==> src/rtl/axi4_burst_master.sv <==
// Single-outstanding AXI4 INCR burst initiator that bridges a command/stream
// interface onto the venus_soc_pkg request/response channel structs.

package venus_soc_pkg;
  localparam int AXI_DATA_WIDTH = 64;
  localparam int AXI_ADDR_WIDTH = 32;
  localparam int AXI_ID_WIDTH   = 4;

  typedef struct packed {
    logic [AXI_ID_WIDTH-1:0]     awid;
    logic [AXI_ADDR_WIDTH-1:0]   awaddr;
    logic [7:0]                  awlen;
    logic [2:0]                  awsize;
    logic [1:0]                  awburst;
    logic                        awlock;
    logic [3:0]                  awcache;
    logic [2:0]                  awprot;
    logic [3:0]                  awqos;
    logic                        awvalid;
    logic [AXI_DATA_WIDTH-1:0]   wdata;
    logic [AXI_DATA_WIDTH/8-1:0] wstrb;
    logic                        wlast;
    logic                        wvalid;
    logic                        bready;
    logic [AXI_ID_WIDTH-1:0]     arid;
    logic [AXI_ADDR_WIDTH-1:0]   araddr;
    logic [7:0]                  arlen;
    logic [2:0]                  arsize;
    logic [1:0]                  arburst;
    logic                        arlock;
    logic [3:0]                  arcache;
    logic [2:0]                  arprot;
    logic [3:0]                  arqos;
    logic                        arvalid;
    logic                        rready;
  } axi_req_t;

  typedef struct packed {
    logic                        awready;
    logic                        wready;
    logic [AXI_ID_WIDTH-1:0]     bid;
    logic [1:0]                  bresp;
    logic                        bvalid;
    logic                        arready;
    logic [AXI_ID_WIDTH-1:0]     rid;
    logic [AXI_DATA_WIDTH-1:0]   rdata;
    logic [1:0]                  rresp;
    logic                        rlast;
    logic                        rvalid;
  } axi_resp_t;
endpackage

module axi4_burst_master
  import venus_soc_pkg::*;
#(
  parameter int                  DATA_WIDTH    = 64,
  parameter int                  ADDRESS_WIDTH = 32,
  parameter int                  ID_WIDTH      = 4,
  parameter logic [ID_WIDTH-1:0] AXI_ID        = '0
) (
  input  logic                      aclk,
  input  logic                      areset,
  input  logic                      cmd_valid,
  output logic                      cmd_ready,
  input  logic                      cmd_write,
  input  logic [ADDRESS_WIDTH-1:0]  cmd_addr,
  input  logic [7:0]                cmd_len,
  input  logic                      wr_valid,
  output logic                      wr_ready,
  input  logic [DATA_WIDTH-1:0]     wr_data,
  input  logic [DATA_WIDTH/8-1:0]   wr_strb,
  output logic                      rd_valid,
  input  logic                      rd_ready,
  output logic [DATA_WIDTH-1:0]     rd_data,
  output logic                      rd_last,
  output logic                      sts_valid,
  input  logic                      sts_ready,
  output logic [1:0]                sts_resp,
  output logic                      sts_proto_err,
  output axi_req_t                  axi_req_o,
  input  axi_resp_t                 axi_resp_i
);

  localparam int         BYTES = DATA_WIDTH / 8;
  localparam logic [2:0] SIZE  = 3'($clog2(BYTES));

  typedef enum logic [2:0] {
    S_IDLE, S_AR, S_R, S_AW, S_W, S_B, S_STS
  } state_t;

  state_t                     r_state;
  state_t                     w_next;
  logic [ADDRESS_WIDTH-1:0]   r_addr;
  logic [7:0]                 r_len;
  logic [7:0]                 r_cnt;
  logic [1:0]                 r_resp;
  logic                       r_perr;

  logic [31:0]                w_span;
  logic                       w_cross;
  logic                       w_at_len;
  logic                       w_rhs;
  logic                       w_whs;
  logic [1:0]                 w_rresp;
  logic [1:0]                 w_bresp;
  logic [1:0]                 w_resp_max;
  logic                       w_unused;

  // Byte span of the burst measured from the start of its 4 KB page.
  assign w_span   = 32'(cmd_addr[11:0]) + (32'(cmd_len) + 32'd1) * 32'(BYTES);
  assign w_cross  = (w_span > 32'd4096);
  assign w_at_len = (r_cnt == r_len);
  assign w_rhs    = (r_state == S_R) && axi_resp_i.rvalid && rd_ready;
  assign w_whs    = (r_state == S_W) && wr_valid && axi_resp_i.wready;

  // EXOKAY folds to OKAY so that numeric order gives DECERR > SLVERR > OKAY.
  assign w_rresp    = (axi_resp_i.rresp == 2'b01) ? 2'b00 : axi_resp_i.rresp;
  assign w_bresp    = (axi_resp_i.bresp == 2'b01) ? 2'b00 : axi_resp_i.bresp;
  assign w_resp_max = (w_rresp > r_resp) ? w_rresp : r_resp;

  assign sts_resp      = r_resp;
  assign sts_proto_err = r_perr;
  assign w_unused      = ^{axi_resp_i.bid, axi_resp_i.rid};

  always_ff @(posedge aclk) begin
    if (areset) r_state <= S_IDLE;
    else        r_state <= w_next;
  end

  always_comb begin
    w_next                = r_state;
    axi_req_o             = '0;
    axi_req_o.awid        = AXI_ID;
    axi_req_o.awaddr      = r_addr;
    axi_req_o.awlen       = r_len;
    axi_req_o.awsize      = SIZE;
    axi_req_o.awburst     = 2'b01;
    axi_req_o.wdata       = wr_data;
    axi_req_o.wstrb       = wr_strb;
    axi_req_o.arid        = AXI_ID;
    axi_req_o.araddr      = r_addr;
    axi_req_o.arlen       = r_len;
    axi_req_o.arsize      = SIZE;
    axi_req_o.arburst     = 2'b01;
    cmd_ready             = 1'b0;
    wr_ready              = 1'b0;
    rd_valid              = 1'b0;
    rd_data               = axi_resp_i.rdata;
    rd_last               = 1'b0;
    sts_valid             = 1'b0;

    case (r_state)
      S_IDLE: begin
        cmd_ready = !areset;
        if (cmd_valid && !areset) begin
          if (w_cross)        w_next = S_STS;
          else if (cmd_write) w_next = S_AW;
          else                w_next = S_AR;
        end
      end
      S_AR: begin
        axi_req_o.arvalid = 1'b1;
        if (axi_resp_i.arready) w_next = S_R;
      end
      S_R: begin
        axi_req_o.rready = rd_ready;
        rd_valid         = axi_resp_i.rvalid;
        rd_last          = axi_resp_i.rlast;
        if (w_rhs && (axi_resp_i.rlast || w_at_len)) w_next = S_STS;
      end
      S_AW: begin
        axi_req_o.awvalid = 1'b1;
        if (axi_resp_i.awready) w_next = S_W;
      end
      S_W: begin
        axi_req_o.wvalid = wr_valid;
        axi_req_o.wlast  = w_at_len;
        wr_ready         = axi_resp_i.wready;
        if (w_whs && w_at_len) w_next = S_B;
      end
      S_B: begin
        axi_req_o.bready = 1'b1;
        if (axi_resp_i.bvalid) w_next = S_STS;
      end
      S_STS: begin
        sts_valid = 1'b1;
        if (sts_ready) w_next = S_IDLE;
      end
      default: w_next = S_IDLE;
    endcase
  end

  // Command latch, beat counter and the sticky worst-case response.
  always_ff @(posedge aclk) begin
    if (areset) begin
      r_addr <= '0;
      r_len  <= '0;
      r_cnt  <= '0;
      r_resp <= 2'b00;
      r_perr <= 1'b0;
    end else begin
      case (r_state)
        S_IDLE: begin
          if (cmd_valid) begin
            r_addr <= cmd_addr;
            r_len  <= cmd_len;
            r_cnt  <= '0;
            r_resp <= w_cross ? 2'b10 : 2'b00;
            r_perr <= w_cross;
          end
        end
        S_R: begin
          if (w_rhs) begin
            r_resp <= w_resp_max;
            if (axi_resp_i.rlast != w_at_len) r_perr <= 1'b1;
            if (!axi_resp_i.rlast && !w_at_len) r_cnt <= r_cnt + 8'd1;
          end
        end
        S_W: begin
          if (w_whs && !w_at_len) r_cnt <= r_cnt + 8'd1;
        end
        S_B: begin
          if (axi_resp_i.bvalid) r_resp <= w_bresp;
        end
        default: ;
      endcase
    end
  end

endmodule

==> config.mk <==
export PLATFORM = sky130hd
export DESIGN_NAME = axi4_burst_master
export DESIGN_NICKNAME = d
export VERILOG_FILES = /design/src/rtl/axi4_burst_master.sv
export SDC_FILE = /design/constraint.sdc
export NUM_CORES = 1
export LEC_CHECK = 0
export CAP_MARGIN = 20
export CORE_AREA = 4 4 182 184
export CTS_BUF_LIST = sky130_fd_sc_hd__clkbuf_16
export DETAILED_ROUTE_END_ITERATION = 6
export DIE_AREA = 0 0 186 188
export SLEW_MARGIN = 15
export SYNTH_ARGS = -nofsm -noshare
export SYNTH_HDL_FRONTEND = slang
export SYNTH_SLANG_ARGS = --single-unit
==> constraint.sdc <==
create_clock -name aclk -period 2.8 [get_ports aclk]
set_clock_uncertainty 0.05 [all_clocks]
set_input_delay 0.42 -clock aclk [delete_from_list [all_inputs] [get_ports aclk]]
set_output_delay 0.42 -clock aclk [all_outputs]
set_load 0.1 [all_outputs]
==> flow_summary.toml, run 1 <==
[run_status]
status = "finished, final reports clean"

[grt]
grt_start_max_net_pins = 57
grt_pass1_wl_mm = 22.88
antenna_found_initial = 2
grt.overflow.total = 0
grt_pass1_vias = 3503
grt.total_usage_pct = 8.759

[worst_hold_path]
hold_path_class = "flip-flop to flip-flop"
hold_path_startpoint = "r_addr[18]"

[clock_network]
htreeDepth = 2
clk_pin_slew_ps = 90
cts_tree = "built"
cts-root-buf = "clkbuf_16"
cts_hold_buffers = 0
clock_latency_ps = 300
clock-sinks = 54
cts_buffers = 5
cts_buffer_depth = 2

[setup_path]
crit_top_cell = "a21oi_1"
required_ps = 2980
cp_slowest_cell = "clkdlybuf4s50_1"
cp.arrival_ps = 2830
critPathKind = "primary input to flip-flop"
critPathMaxFanout = 5
critPathCaptureType = "flip-flop"
startpoint_type = "primary input"
slowest_delay_ps = 460
r2r-start = "r_cnt[5]"
worstSetupStartpoint = "cmd_addr[3]"
cp_cell_sequence = "clkdlybuf4s50_1, ha_1, fa_1, a21o_1, a21oi_1, xnor2_1, a21oi_1, a32oi_1, buf_4, nand2b_1, a211oi_2"

[yosys]
synth_seq_area_share_pct = 23.41
synth_cell_types = 51
synth_area_um2 = 4617
synth.top_cell.area_share_pct = 35.45
ys_top_cells_by_count = "buf_4, nand2_1, a21oi_1"
synth.most_common_cell = "buf_4"
synth_edf_count = 0
ys_ff_latch = 54
avgSynthCellArea_um2 = 7.519
yosysTopAreaCell = "buf_4"
synth.area.top_cells = "buf_4, dfxtp_1, nand2_1, a21oi_1, ha_1"
synth_ff_type = "dfxtp_1"
synthArstFlopShare_pct = 0
netlist_instances = 614
yosys_warnings = 0

[route]
wl_per_cell_um = 16.43
wl_mm = 16.59
ant_nets = 0
via_count = 3739
drc_errors = 0
dr.pass1.iters = 4
first_iter_violations = 152
vias_per_cell = 3.702

[timing]
period_share_pct = 94.63
hold_viol = 0
hold_slack_ps = 425.0
final.setup.worst_slack_ps = 150.3
max_freq_ghz = 0.3774
drv_slew = 0
setup-violations-final = 0
layout_min_cycle_time_ps = 2650
worst_pin_slew_ps = 733.2
relSlewSlack_pct = 51.12

[place]
portBuffers = 150
placed_area_um2 = 5152
dp_slack_ps = -445.7
gp_congestion = 0.7949
hpwl_mm = 13.18

[power_and_ir_drop]
ir_drop_mv = 0.5669
power_frac_comb_pct = 69.6
powerDensity_nw_per_um2 = 1099
p_sw_share_pct = 63.49
clkPwrFrac_pct = 11.7
p_seq_share_pct = 18.8
leakagePower_nw = 2.333
switching_power_mw = 3.753
p_int_mw = 2.158
total_power_mw = 5.912

[finish]
finalNetCount = 822
n_fill_cell = 3522
drive_gt1_share_pct = 28.01
final_util_pct = 17.13
stdcell_area_um2 = 5378
syn2layout_area_growth_pct = 16.48

[floorplan]
die_area_um2 = 34970
chipWidth_um = 186
num_rows = 65
start_util_pct = 14.71
core_area_um2 = 31390
die_height_um = 188
pin_count = 473

[flow_run]
cap_violations = 0
==> critical path, delay by kind of cell <==
| kind | cells | cell delay, ps |
|---|---|---|
| AO/OA/AOI/OAI | 5 | 880 |
| buffers and inverters | 2 | 650 |
| AND/OR/NAND/NOR | 1 | 80 |
| adder cells (fa/ha/maj) | 2 | 660 |
| XOR/XNOR | 1 | 150 |
==> logic make-up (layout without fill, tap and decap cells) <==
family,count (synthesis),after routing,share of synthesized area [%]
buffers and inverters,248,201,37.97
and+or+nand+nor,178,178,18.05
AOI/OAI and AO/OA,97,97,12.30
DFF,54,54,23.41
xor gates and xnor gates,17,17,3.225
adders and majority gates,15,15,4.228
muxes,3,3,0.6504
other,2,43,0.1627
==> metal layers <==
layer  part of all wire (%)  wire, um  track usage, %
met4                    4.9       806           4.933
met2                     50      8217           14.90
met1                     35      5779           8.955
met5                   0.14        23               0
met3                     11      1765           3.725
==> flip-flops by register name (all words and copies together) (netlist names) <==
register / flops
r_len: 8
sts_proto_err: 1
r_cnt: 8
r_state: 3
sts_resp: 2
r_addr: 32
==> cell usage in the layout, fill, tap and decap left out, types with 3 or more instances in the layout <==
cell type and instances:
buf_4 126, nand2_1 97, a21oi_1 57, clkdlybuf4s50_1 50, dfxtp_1 46, conb_1 42, nor2_1 17, and3_1 12
o21ai_0 12, ha_1 12, xor2_1 11, inv_1 8, nand3_1 6, a21o_1 6, nand4_1 5, clkbuf_16 5
dfxtp_2 5, xnor2_1 4, nor3_1 4, or3b_1 4, dlygate4sd2_1 4, nor4_2 3, nand2b_1 3, a211oi_2 3
nand3b_1 3, mux2i_1 3, nor2b_1 3, or3_1 3, buf_12 3, dfxtp_4 3
==> stage by stage <==
step	cells	TNS [ps]
after floorplan	654	-76.07
after global placement	1001	-1856
after detailed placement	1001	-2053
after CTS	1009	0
after global routing	1009	-8.545
final	1010	0
==> power groups by stage <==
stage               logic [mW]  clock network (mW)  registers, mW
finish                    4.11               0.691           1.11
global route              4.29               0.752           1.15
CTS                       4.13               0.733           1.12
detailed placement        4.11                   0           1.13
global placement          4.10                   0           1.13
floorplan                 3.28                   0           2.10
==> path summary, 6_finish.rpt <==
check | endpoint | depth (start not counted) | slack [ps]
max | r_state[2] | 11 | 150
min | r_addr[18] | 2 | 420
max reg2reg | r_state[0] | 10 | 210
min reg2reg | r_addr[18] | 2 | 420
==> cell type report <==
type,count,area (um2),share of cell area (%)
multi-input cells,352,2042,37.97
repair buffers,185,1559,28.99
flip-flops and latches,54,1099,20.43
well taps,402,503.0,9.353
clock buffers,5,125.1,2.327
inverters,8,30.03,0.5584
clock inverters,3,17.52,0.3257
diodes,1,2.502,0.04653
==> repair_timing <==
action / 4_1_cts / 5_1_grt
setup buffers: 0 / 0
setup endpoints to repair: 5 / 5
gates resized for setup: 14 / 7
pin swaps: 10 / 5
hold endpoints to repair: 0 / 0
Note: power is estimated with default switching activity, not from simulation.
==> inputs of run 2 (changes only) <==
--- a/config.mk
+++ b/config.mk
@@ -6,10 +6,11 @@
 export NUM_CORES = 1
 export LEC_CHECK = 0
 export CAP_MARGIN = 20
-export CORE_AREA = 4 4 182 184
+export CORE_AREA = 4 4 181 183
 export CTS_BUF_LIST = sky130_fd_sc_hd__clkbuf_16
 export DETAILED_ROUTE_END_ITERATION = 6
-export DIE_AREA = 0 0 186 188
+export DIE_AREA = 0 0 185 187
+export GPL_TIMING_DRIVEN = 0
 export SLEW_MARGIN = 15
 export SYNTH_ARGS = -nofsm -noshare
 export SYNTH_HDL_FRONTEND = slang
==> constraint.sdc (replaced) <==
create_clock -name aclk -period 2.1 [get_ports aclk]
set_clock_uncertainty 0.05 [all_clocks]
set_input_delay 0.315 -clock aclk [delete_from_list [all_inputs] [get_ports aclk]]
set_output_delay 0.315 -clock aclk [all_outputs]
set_load 0.1 [all_outputs]
==> flow_summary.toml, run 2 (synthesis results as in run 1) <==
[clock_network]
cts_buffer_depth = 2
cts_hold_buffers = 0
cts_tree = "built"
htreeDepth = 2
clk_pin_slew_ps = 80
clock-sinks = 54
clock_latency_ps = 300
cts_buffers = 5
cts-root-buf = "clkbuf_16"

[flow_run]
cap_violations = 0

[finish]
largest_register_ffs = 32
drive_gt1_share_pct = 36.40
final_cell_mix = "buf_4, clkdlybuf4s50_1, nand2_1"
n_fill_cell = 3414
finalNetCount = 1182
stdcell_area_um2 = 8845
top_register = "r_addr"
syn2layout_area_growth_pct = 91.57
reg_top3 = "r_addr x32, r_cnt x8, r_len x8"
final_util_pct = 28.32
mostFrequentLayoutCell = "buf_4"

[timing]
period_share_pct = 112.2
final.setup.worst_slack_ps = -257.0
relSlewSlack_pct = 31.35
rsz0062_at_grt = "yes"
max_freq_ghz = 0.4243
layout_min_cycle_time_ps = 2357
drv_slew = 0
worst_pin_slew_ps = 1027
setup-violations-final = 10
hold_viol = 0
fin_setup_tns_ps = -1223

[power_and_ir_drop]
p_sw_share_pct = 63.05
switching_power_mw = 6.248
ir_drop_mv = 0.5718
leakagePower_nw = 4.167
power_frac_comb_pct = 74.9
powerDensity_nw_per_um2 = 1120
p_int_mw = 3.661
clkPwrFrac_pct = 10.2
p_seq_share_pct = 14.8

[route]
vias_per_cell = 3.620
via_count = 4963
first_iter_violations = 129
wl_per_cell_um = 14.48
ant_nets = 0
wl_mm = 19.85
dr.pass1.iters = 4
drc_errors = 0

[grt]
grt.overflow.total = 0
antenna_found_initial = 7
grt_start_max_net_pins = 19
grt.total_usage_pct = 10.68
grtUsageMet2_pct = 20.25
grt_pass1_wl_mm = 28.92
met1_usage_pct = 11.55
use_met3_pct = 3.228
grt_pass1_vias = 5098
top_usage_layer = "met2"

[setup_path]
reg2reg_slack_ps = -260
critPathMaxFanout = 4
startpoint_type = "flip-flop"
cp.arrival_ps = 2520
r2r-start = "r_cnt[6]"
critPathKind = "flip-flop to flip-flop"
critPathCaptureType = "flip-flop"
required_ps = 2260
worstSetupStartpoint = "r_cnt[6]"

[place]
placed_area_um2 = 8280
portBuffers = 286
dp_slack_ps = -1227
gp_congestion = 0.7721
hpwl_mm = 16.84

[floorplan]
core_area_um2 = 31230
die_height_um = 187
start_util_pct = 14.78
num_rows = 65
chipWidth_um = 185
die_area_um2 = 34600
pin_count = 473

[run_status]
status = "finished, violations left"
violations = "negative setup slack"

[worst_hold_path]
hold_path_class = "primary input to flip-flop"
hold_path_startpoint = "cmd_len[0]"
==> run 2: cell types whose count changed in the layout (fill, tap and decap cells not counted), sizes merged <==
cell | before | now
clkdlybuf4s50 | 50 | 178
bufinv | 0 | 1
dlymetal6s2s | 1 | 0
clkbuf | 5 | 27
dlygate4sd2 | 4 | 84
buf | 130 | 255
clkdlybuf4s15 | 0 | 6
clkinvlp | 1 | 0
diode | 1 | 2
==> run 2: routing by layer <==
layer / routed length [um] / vias up
met3: 1706 / 23
met1: 7211 / 2226
met4: 234 / 10
met5: 58 / -
li1: - / 2467
met2: 10640 / 237
==> run 2: cell type report <==
class / count / area, um2 / share of cell area (%)
Tap cell: 402 / 503.0 / 5.687
Antenna cell: 2 / 5.005 / 0.05659
Multi-Input combinational cell: 352 / 2331 / 26.35
Clock inverter: 3 / 47.55 / 0.5376
Clock buffer: 5 / 125.1 / 1.415
Inverter: 8 / 30.03 / 0.3395
Sequential cell: 54 / 1127 / 12.75
Buffer: 239 / 1743 / 19.71
Timing Repair Buffer: 306 / 2933 / 33.16
==> run 2: timing repair <==
| action | 4_1_cts | 5_1_grt |
|---|---|---|
| cloned | 0 | 0 |
| resized for setup | 249 | 31 |
| endpoints found under the setup margin | 147 | 32 |
| buffers inserted | 15 | 5 |
| pin swaps | 27 | 15 |
==> run 2: stage by stage <==
step | hold WS (ps) | std cells | total power, mW
2_1_floorplan | 390.6 | 654 | 7.258
3_3_place_gp | 407.5 | 1342 | 8.832
3_5_place_dp | 414.0 | 1342 | 8.866
4_1_cts | 207.5 | 1365 | 9.930
5_1_grt | 247.8 | 1370 | 10.35
6_report | 226.1 | 1371 | 9.909
==> run 2: final timing paths <==
path	end	depth (start not counted)
hold reg to reg	r_addr[16]	2
setup / recovery	r_state[0]	9
setup reg to reg	r_state[0]	9
hold / removal	r_len[0]	3
==> run 2: worst max-delay path, stage by stage (launching register included) <==
cell      delay, ps
dfxtp_2         350
xor2_2          190
nor4_4          340
nand2_2         110
ha_2            200
and3_4          180
a21oi_4         130
o22ai_4          90
a2111o_1        380
a221oi_2        240
==> run 2: power by group through the flow <==
stage | registers (mW) | logic, mW | clock network [mW]
after floorplan | 2.81 | 4.45 | 0
after global placement | 1.51 | 7.32 | 0
after detailed placement | 1.51 | 7.35 | 0
after CTS | 1.49 | 7.38 | 1.06
after global routing | 1.52 | 7.73 | 1.10
final | 1.47 | 7.43 | 1.01
